[config.mk]
export PLATFORM = sky130hd
export DESIGN_NAME = rv32_id_ex_stage
export DESIGN_NICKNAME = d
export VERILOG_FILES = /design/src/rtl/rv32_id_ex_stage.sv
export SDC_FILE = /design/constraint.sdc
export NUM_CORES = 1
export LEC_CHECK = 0
export CORE_MARGIN = 4
export CORE_UTILIZATION = 41
export CTS_CLUSTER_DIAMETER = 40
export DETAILED_ROUTE_END_ITERATION = 12
export HOLD_SLACK_MARGIN = 0.1
export PLACE_DENSITY = 0.91
export SLEW_MARGIN = 0
export SYNTH_ARGS = -nofsm -noshare
export SYNTH_HDL_FRONTEND = slang
export SYNTH_SLANG_ARGS = --single-unit
[constraint.sdc]
create_clock -name clk_in -period 2.6 [get_ports clk_in]
set_input_delay 0.52 -clock clk_in [delete_from_list [all_inputs] [get_ports clk_in]]
set_output_delay 0.52 -clock clk_in [all_outputs]
set_load 0.01 [all_outputs]
[src/rtl/rv32_id_ex_stage.sv]
// RV32I integer-compute decode and operand-issue stage feeding rv32_alu.
// Decodes OP/OP-IMM/LUI/AUIPC, reads and forwards operands, and registers the ALU inputs.
module rv32_id_ex_stage #(
    parameter int XLEN = 32
) (
    input  logic            clk_in,
    input  logic            rst_n_in,
    input  logic [31:0]     instr_in,
    input  logic [XLEN-1:0] pc_in,
    input  logic            instr_valid_in,
    output logic            instr_ready_out,
    output logic [4:0]      rs1_addr_out,
    output logic [4:0]      rs2_addr_out,
    input  logic [XLEN-1:0] rs1_data_in,
    input  logic [XLEN-1:0] rs2_data_in,
    input  logic            fwd_valid_in,
    input  logic [4:0]      fwd_rd_in,
    input  logic [XLEN-1:0] fwd_data_in,
    input  logic            flush_in,
    output logic [XLEN-1:0] op_1_out,
    output logic [XLEN-1:0] op_2_out,
    output logic [2:0]      funct3_out,
    output logic [3:0]      alu_opcode_out,
    output logic [4:0]      rd_out,
    output logic            reg_wr_out,
    output logic            valid_out,
    input  logic            ready_in,
    output logic            illegal_out,
    output logic [31:0]     issued_count_out
);

    localparam logic [6:0] OPC_OP     = 7'b0110011;
    localparam logic [6:0] OPC_OP_IMM = 7'b0010011;
    localparam logic [6:0] OPC_LUI    = 7'b0110111;
    localparam logic [6:0] OPC_AUIPC  = 7'b0010111;
    localparam logic [6:0] F7_BASE    = 7'b0000000;
    localparam logic [6:0] F7_ALT     = 7'b0100000;

    logic [6:0] opcode;
    logic [2:0] funct3;
    logic [6:0] funct7;
    logic [4:0] rd;
    logic       is_shift;

    assign opcode       = instr_in[6:0];
    assign rd           = instr_in[11:7];
    assign funct3       = instr_in[14:12];
    assign funct7       = instr_in[31:25];
    assign rs1_addr_out = instr_in[19:15];
    assign rs2_addr_out = instr_in[24:20];
    assign is_shift     = (funct3 == 3'b001) || (funct3 == 3'b101);

    // x0 always reads zero; otherwise the in-flight EX result wins over the register file.
    function automatic logic [XLEN-1:0] read_operand(
        input logic [4:0]      addr,
        input logic [XLEN-1:0] rf_data,
        input logic            fwd_valid,
        input logic [4:0]      fwd_rd,
        input logic [XLEN-1:0] fwd_data
    );
        if (addr == 5'd0)
            return '0;
        else if (fwd_valid && (fwd_rd == addr))
            return fwd_data;
        else
            return rf_data;
    endfunction

    logic [XLEN-1:0] rs1_val, rs2_val;
    assign rs1_val = read_operand(rs1_addr_out, rs1_data_in, fwd_valid_in, fwd_rd_in, fwd_data_in);
    assign rs2_val = read_operand(rs2_addr_out, rs2_data_in, fwd_valid_in, fwd_rd_in, fwd_data_in);

    logic            dec_legal;
    logic [XLEN-1:0] dec_op_1, dec_op_2;
    logic [2:0]      dec_funct3;
    logic            dec_sub_sra;

    always_comb begin
        // NOTE: every output of this block gets a default first so no path can infer a latch.
        dec_legal   = 1'b0;
        dec_op_1    = '0;
        dec_op_2    = '0;
        dec_funct3  = funct3;
        dec_sub_sra = 1'b0;
        case (opcode)
            OPC_OP: begin
                dec_op_1    = rs1_val;
                dec_op_2    = rs2_val;
                dec_sub_sra = instr_in[30];
                dec_legal   = (funct7 == F7_BASE) ||
                              ((funct7 == F7_ALT) && ((funct3 == 3'b000) || (funct3 == 3'b101)));
            end
            OPC_OP_IMM: begin
                dec_op_1 = rs1_val;
                if (is_shift) begin
                    dec_op_2    = {{(XLEN-5){1'b0}}, instr_in[24:20]};
                    dec_sub_sra = instr_in[30];
                    dec_legal   = (funct7 == F7_BASE) ||
                                  ((funct7 == F7_ALT) && (funct3 == 3'b101));
                end else begin
                    dec_op_2  = {{(XLEN-12){instr_in[31]}}, instr_in[31:20]};
                    dec_legal = 1'b1;
                end
            end
            OPC_LUI: begin
                dec_op_2   = {instr_in[31:12], 12'b0};
                dec_funct3 = 3'b000;
                dec_legal  = 1'b1;
            end
            OPC_AUIPC: begin
                dec_op_1   = pc_in;
                dec_op_2   = {instr_in[31:12], 12'b0};
                dec_funct3 = 3'b000;
                dec_legal  = 1'b1;
            end
            default: dec_legal = 1'b0;
        endcase
    end

    logic            valid_q, valid_d;
    logic [XLEN-1:0] op_1_q, op_1_d;
    logic [XLEN-1:0] op_2_q, op_2_d;
    logic [2:0]      funct3_q, funct3_d;
    logic [3:0]      alu_opcode_q, alu_opcode_d;
    logic [4:0]      rd_q, rd_d;
    logic            reg_wr_q, reg_wr_d;
    logic            illegal_q, illegal_d;
    logic [31:0]     issued_count_q, issued_count_d;

    logic accept, drain;
    assign instr_ready_out = !valid_q || ready_in || flush_in;
    assign accept          = instr_valid_in && instr_ready_out;
    assign drain           = valid_q && ready_in;

    always_comb begin
        valid_d        = valid_q;
        op_1_d         = op_1_q;
        op_2_d         = op_2_q;
        funct3_d       = funct3_q;
        alu_opcode_d   = alu_opcode_q;
        rd_d           = rd_q;
        reg_wr_d       = reg_wr_q;
        illegal_d      = 1'b0;
        issued_count_d = issued_count_q + 32'(drain && !flush_in);

        if (flush_in) begin
            valid_d = 1'b0;
        end else if (accept && dec_legal) begin
            valid_d      = 1'b1;
            op_1_d       = dec_op_1;
            op_2_d       = dec_op_2;
            funct3_d     = dec_funct3;
            alu_opcode_d = {dec_sub_sra, dec_funct3};
            rd_d         = rd;
            reg_wr_d     = (rd != 5'd0);
        end else if (accept) begin
            // An accept implies the old entry was empty or draining, so nothing remains valid.
            illegal_d = 1'b1;
            valid_d   = 1'b0;
        end else if (drain) begin
            valid_d = 1'b0;
        end
    end

    // NOTE: state uses non-blocking assignments so every flop samples pre-edge values.
    // NOTE: all pipeline registers clear on reset; the stage holds no memory array.
    always_ff @(posedge clk_in or negedge rst_n_in) begin
        if (!rst_n_in) begin
            valid_q        <= 1'b0;
            op_1_q         <= '0;
            op_2_q         <= '0;
            funct3_q       <= '0;
            alu_opcode_q   <= '0;
            rd_q           <= '0;
            reg_wr_q       <= 1'b0;
            illegal_q      <= 1'b0;
            issued_count_q <= '0;
        end else begin
            valid_q        <= valid_d;
            op_1_q         <= op_1_d;
            op_2_q         <= op_2_d;
            funct3_q       <= funct3_d;
            alu_opcode_q   <= alu_opcode_d;
            rd_q           <= rd_d;
            reg_wr_q       <= reg_wr_d;
            illegal_q      <= illegal_d;
            issued_count_q <= issued_count_d;
        end
    end

    assign valid_out        = valid_q;
    assign op_1_out         = op_1_q;
    assign op_2_out         = op_2_q;
    assign funct3_out       = funct3_q;
    assign alu_opcode_out   = alu_opcode_q;
    assign rd_out           = rd_q;
    assign reg_wr_out       = reg_wr_q;
    assign illegal_out      = illegal_q;
    assign issued_count_out = issued_count_q;

endmodule

Word level (Yosys, flattened, before mapping)
Cells that the tools add are included.
- register bits: 111
- input port bits: 171
- output and inout port bits: 122
- add/subtract/negate cells: 1
- eq/ne operators: 9
- mux-type cells: 19
- bitwise gates (word level): 1
- reduce and logical (&&, ||, !) cells: 25
- operators by type and width (cell ; count):
    32-bit two-way mux ; 5
    32-bit one-hot mux with 3 select lines ; 1
    32-bit one-hot mux with 2 select lines ; 1
    32-bit by 1-bit adder with 32-bit output ; 1
    7-bit by 6-bit equality test with 1-bit output (second input constant) ; 3
    7-bit by 5-bit equality test with 1-bit output (second input constant) ; 2
    5-bit equality test ; 2
    5-bit logical NOT ; 2
    1-bit two-way mux ; 9
    1-bit logical AND ; 8
    7-bit logical NOT ; 1
    1-bit logical OR ; 6
    5-bit nonzero test ; 1
    4-bit nonzero test ; 1
    2-bit OR reduction ; 2
    3-bit by 1-bit equality test with 1-bit output (second input constant) ; 1
    3-bit equality test (second input constant) ; 1
    3-bit logical NOT ; 1
    3-bit two-way mux ; 1
    1-bit one-hot mux with 3 select lines ; 1
    1-bit logical NOT ; 2
    1-bit one-hot mux with 2 select lines ; 1
    2-bit AND reduction ; 1
    1-bit NOT ; 1

Longest topological paths before layout
- word-level depth: 8
- gate-level depth with buffers: 9
- depth with buffers taken out: 8

Worst setup path after synthesis
Ideal clock, no wire load.
- path type: input -> register
- start: in instr_in[31]
- end: reg alu_opcode_q[3], in the netlist alu_opcode_out[3]
- library setup time: 0.128 ns
- arrival time: 2.125 ns
- data required time: 2.472 ns
- path slack: 0.348 ns
- stages on the path: 7
- cells stage by stage: or4_1 > o32ai_1 > a31o_2 > nand2_1 > buf_6 > buf_2 > mux2_1
- cells in the longest elaborated chain, start to end: 7
- elaborated cells on any way between the ends: 10
- those cells by class: eq/ne (1); mux (2); reduce/logical (7)
- RTL lines (what ; RTL line ; RTL):
    from (decl) ; 8 ; input logic [31:0] instr_in,
    7-bit by 6-bit equality test with 1-bit output ; 91, 99 ;
    1-bit logical AND ; 99 ; ((funct7 == F7_ALT) && (funct3 == 3'b101));
    1-bit logical OR ; 98 ; dec_legal = (funct7 == F7_BASE) ||
    1-bit two-way mux ; 95 ; if (is_shift) begin
    1-bit one-hot mux with 3 select lines (*) ; 85 ; case (opcode)
    1-bit logical AND (*) ; 148 ; end else if (accept && dec_legal) begin
    2-bit AND reduction (no line) (*) ; -- ;
    to (signal assigned) ; 183 ; alu_opcode_q <= alu_opcode_d;
    to (decl) ; 124 ; logic [3:0] alu_opcode_q, alu_opcode_d;
Mark *: on every way between the ends. The rest lies on a longest branch, timed or not.
A chain may end at the register's enable or synchronous reset.

Final worst setup path
- start: in flush_in
- end: out instr_ready_out
- cells in the longest elaborated chain, start to end: 1
- RTL lines (what ; RTL line ; RTL):
    from (decl) ; 19 ; input logic flush_in,
    1-bit logical OR ; 131 ; assign instr_ready_out = !valid_q || ready_in || flush_in;
    to (decl) ; 11 ; output logic instr_ready_out,
Every way passes these cells.

==> results.md <==
- Clock network power share: 0.378
- Tcrit/Tclk final: 0.955
- Dpl hpwl: 16.9 mm
- Final core occ: 0.687
- Skew final: 0.00625 ns
- CP max FO: 3
- Via count: 5555
- Die area: 16400 µm²
- Worst hold path class: in2async
- Ratio of cells with drive above 1 in the final layout: 0.114
- Initial DRC Count: 366
- Syn Nets: 701
- Max Slew Vio Count: 0
- TritonCTS clock tree: yes
- Sw frac: 0.234
- Max Freq: 0.403 GHz
- Synthesized instance count: 528
- DR vias/cell: 5.42
- Number of synthesized flops with an enable pin: 0
- Top_reg_cell synth: dfrtp_1
- Slew HR: 0.625
- CP Cell Sequence: clkdlybuf4s50_1 > or3b_2 > clkdlybuf4s50_1
- Critical Path RT: 2.08 ns
- RSZ-0062 raised after global routing: false
- CTS root buffer: clkbuf_16
- Setup-failing EPs final: 0
- Vias in the first global route: 5864
- Final Hold Viols: 0
- Internal Power: 2.84 mW
- FILL cells: 1028
- Sequential power share: 0.464
- Highest-count cells in the layout ignoring fill and taps: 291 x clkdlybuf4s50_1, 108 x dfrtp_1, 60 x mux2_1
- I/O pin count: 293
- Ys async rst share: 1.00
- Residual DRC: 0
- Crit path kind: in2out
- Layout area overhead: 62.9%
- Slowest stage delay, CP: 0.50 ns
- CTS Buf Count: 9
- # clock sinks: 108
- Die H: 128 µm
- Worst Setup End Kind: output port
- P per Cell Area: 385 nW/µm²
- Switching power: 865 µW
- Final Power: 3.70 mW
- Global-route wire length before repair: 32.4 mm
- Largest net degree at the start of global routing: 55
- Max_cap viols: 0
- Status: completed
- Placed insts: 1008
- FF+latch count, synth: 108
- Clk Latency, worst-skew pair: 0.35 ns
- Flop2flop setup slack: 0.55 ns
- Sequential area share after synthesis: 0.458
- Core Footprint: 14000 µm²
- Initial Util: 0.422
- Finished Layout Cells: 1025
- Final GP Congestion: 0.880
- Leak pwr: 4.30 nW
- Layout net count: 1012
- CP Data Arrival Time: 1.96 ns
- Routed Antenna Nets: 0
- Worst VDD drop: 0.265 mV
- Initial antenna violation count: 1
- Worst setup SP type: input port
- Cell family with most CP delay: buffers and inverters
- Minimum clock period after layout: 2.48 ns
- Total gr overflow: 0
- Worst Setup Slack post-DPL: -0.193 ns
- Final WS setup: 0.117 ns
- DR WL/cell: 20.7 µm
- Comb power frac: 0.157
- Most used cell, CP: clkdlybuf4s50_1
- Worst Tran Pin Value: 0.561 ns
- Critical path buffer and inverter count: 2
- Detailed Route WL: 21.3 mm
- Clk slew on worst S/H paths: 0.08 ns
- Drt pass-1 iters: 4
- CTS H-tree lvls: 3
- Commonest non-fill, non-tap cell in the layout: clkdlybuf4s50_1
- Yosys warnings: 0
- TNS Setup: 0 ns
- Mapped Avg Cell Area: 11.2 µm²
- Total Routing Usage GR: 0.257
- Site Rows: 43
- Post-Syn Area: 5900 µm²
- Synth cell types: 41
- Clk buf depth: 2
- Input/output buffers: 292
- Crit-path slowest cell: or3b_2
- Chip Width: 128 µm
==> cell usage after synthesis (4+ instances only) <==
cell | n | area [µm²]
dfrtp_1 | 108 | 2700
mux2_1 | 60 | 676
nand2_1 | 55 | 206
mux2i_1 | 45 | 450
o21ai_1 | 28 | 140
xnor2_1 | 28 | 245
o21ai_0 | 20 | 100
a21o_1 | 19 | 143
a221o_1 | 19 | 190
buf_4 | 16 | 120
mux2_2 | 14 | 158
nand3_1 | 14 | 70.1
buf_2 | 12 | 60.1
xor2_1 | 12 | 105
clkbuf_1 | 11 | 41.3
nand4_1 | 8 | 50.1
nor2b_1 | 8 | 50.1
and3_1 | 7 | 43.8
nor2_1 | 7 | 26.3
and2_1 | 4 | 25.0
and4_1 | 4 | 35.0
nor3_1 | 4 | 20.0
==> through the flow <==
stage / area [µm²] / hold WS [ns]
global placement: 9300 / 0.462
CTS: 9610 / 0.138
floorplan: 5900 / 0.224
finish: 9610 / 0.137
global route: 9610 / 0.160
detailed placement: 9300 / 0.480
==> worst register-to-register path: stages, from the launching register on <==
cell	delay [ns]
dfrtp_1	0.45
and4_1	0.29
and4_1	0.32
nand4_1	0.18
nor3_1	0.27
buf_4	0.18
nand3_1	0.09
xnor2_1	0.14
==> kinds of logic after synthesis <==
group	after synthesis	synth area share
flip-flops	108	0.458
adder cells (fa/ha/maj)	2	0.00424
multiplexers	119	0.217
AO/OA/AOI/OAI	91	0.106
XOR/XNOR	40	0.0593
AND/OR/NAND/NOR	126	0.112
buffers and inverters	42	0.0428
==> timing repair <==
item,CTS,global route
hold buffers,0,0
setup buffers,0,0
gates resized for setup,0,1
endpoints found under the setup margin,0,1
==> routing by layer <==
metal,track usage,part of all wire
met5,0,0
met4,0.105,0.030
met1,0.318,0.40
met2,0.431,0.50
met3,0.0604,0.074
==> worst paths after layout <==
kind	cells after the start	startpoint	endpoint
max in group asynchronous	2	rst_n_in	op_2_out[21]
min in group clk_in	1	issued_count_out[31]	issued_count_out[31]
setup / recovery	3	flush_in	instr_ready_out
hold reg to reg	1	issued_count_out[31]	issued_count_out[31]
hold / removal	1	rst_n_in	rd_out[1]
setup reg to reg	7	issued_count_out[14]	issued_count_out[29]
==> registers in the layout (all words and copies together) (netlist names) <==
| name | flops |
|---|---|
| alu_opcode_out | 2 |
| funct3_out | 2 |
| illegal_out | 1 |
| issued_count_out | 32 |
| op_1_out | 32 |
| op_2_out | 32 |
| rd_out | 5 |
| reg_wr_out | 1 |
| valid_out | 1 |
==> power by group through the flow <==
| stage | Clock [mW] | Sequential [mW] | Combinational [mW] |
|---|---|---|---|
| 2_1_floorplan | 0 | 1.76 | 0.118 |
| 3_3_place_gp | 0 | 1.75 | 0.573 |
| 3_5_place_dp | 0 | 1.75 | 0.581 |
| 4_1_cts | 1.43 | 1.72 | 0.585 |
| 5_1_grt | 1.49 | 1.72 | 0.620 |
| 6_report | 1.40 | 1.72 | 0.583 |
==> area by class of cell <==
class	instances	area (µm²)	area share
diodes	1	2.50	0.000260
clock buffers	13	280	0.0292
clock inverters	3	26.3	0.00273
multi-input cells	378	2970	0.309
flip-flops and latches	108	2700	0.281
well taps	180	225	0.0234
repair buffers	342	3410	0.355
Power figures use the tool's default switching activity.
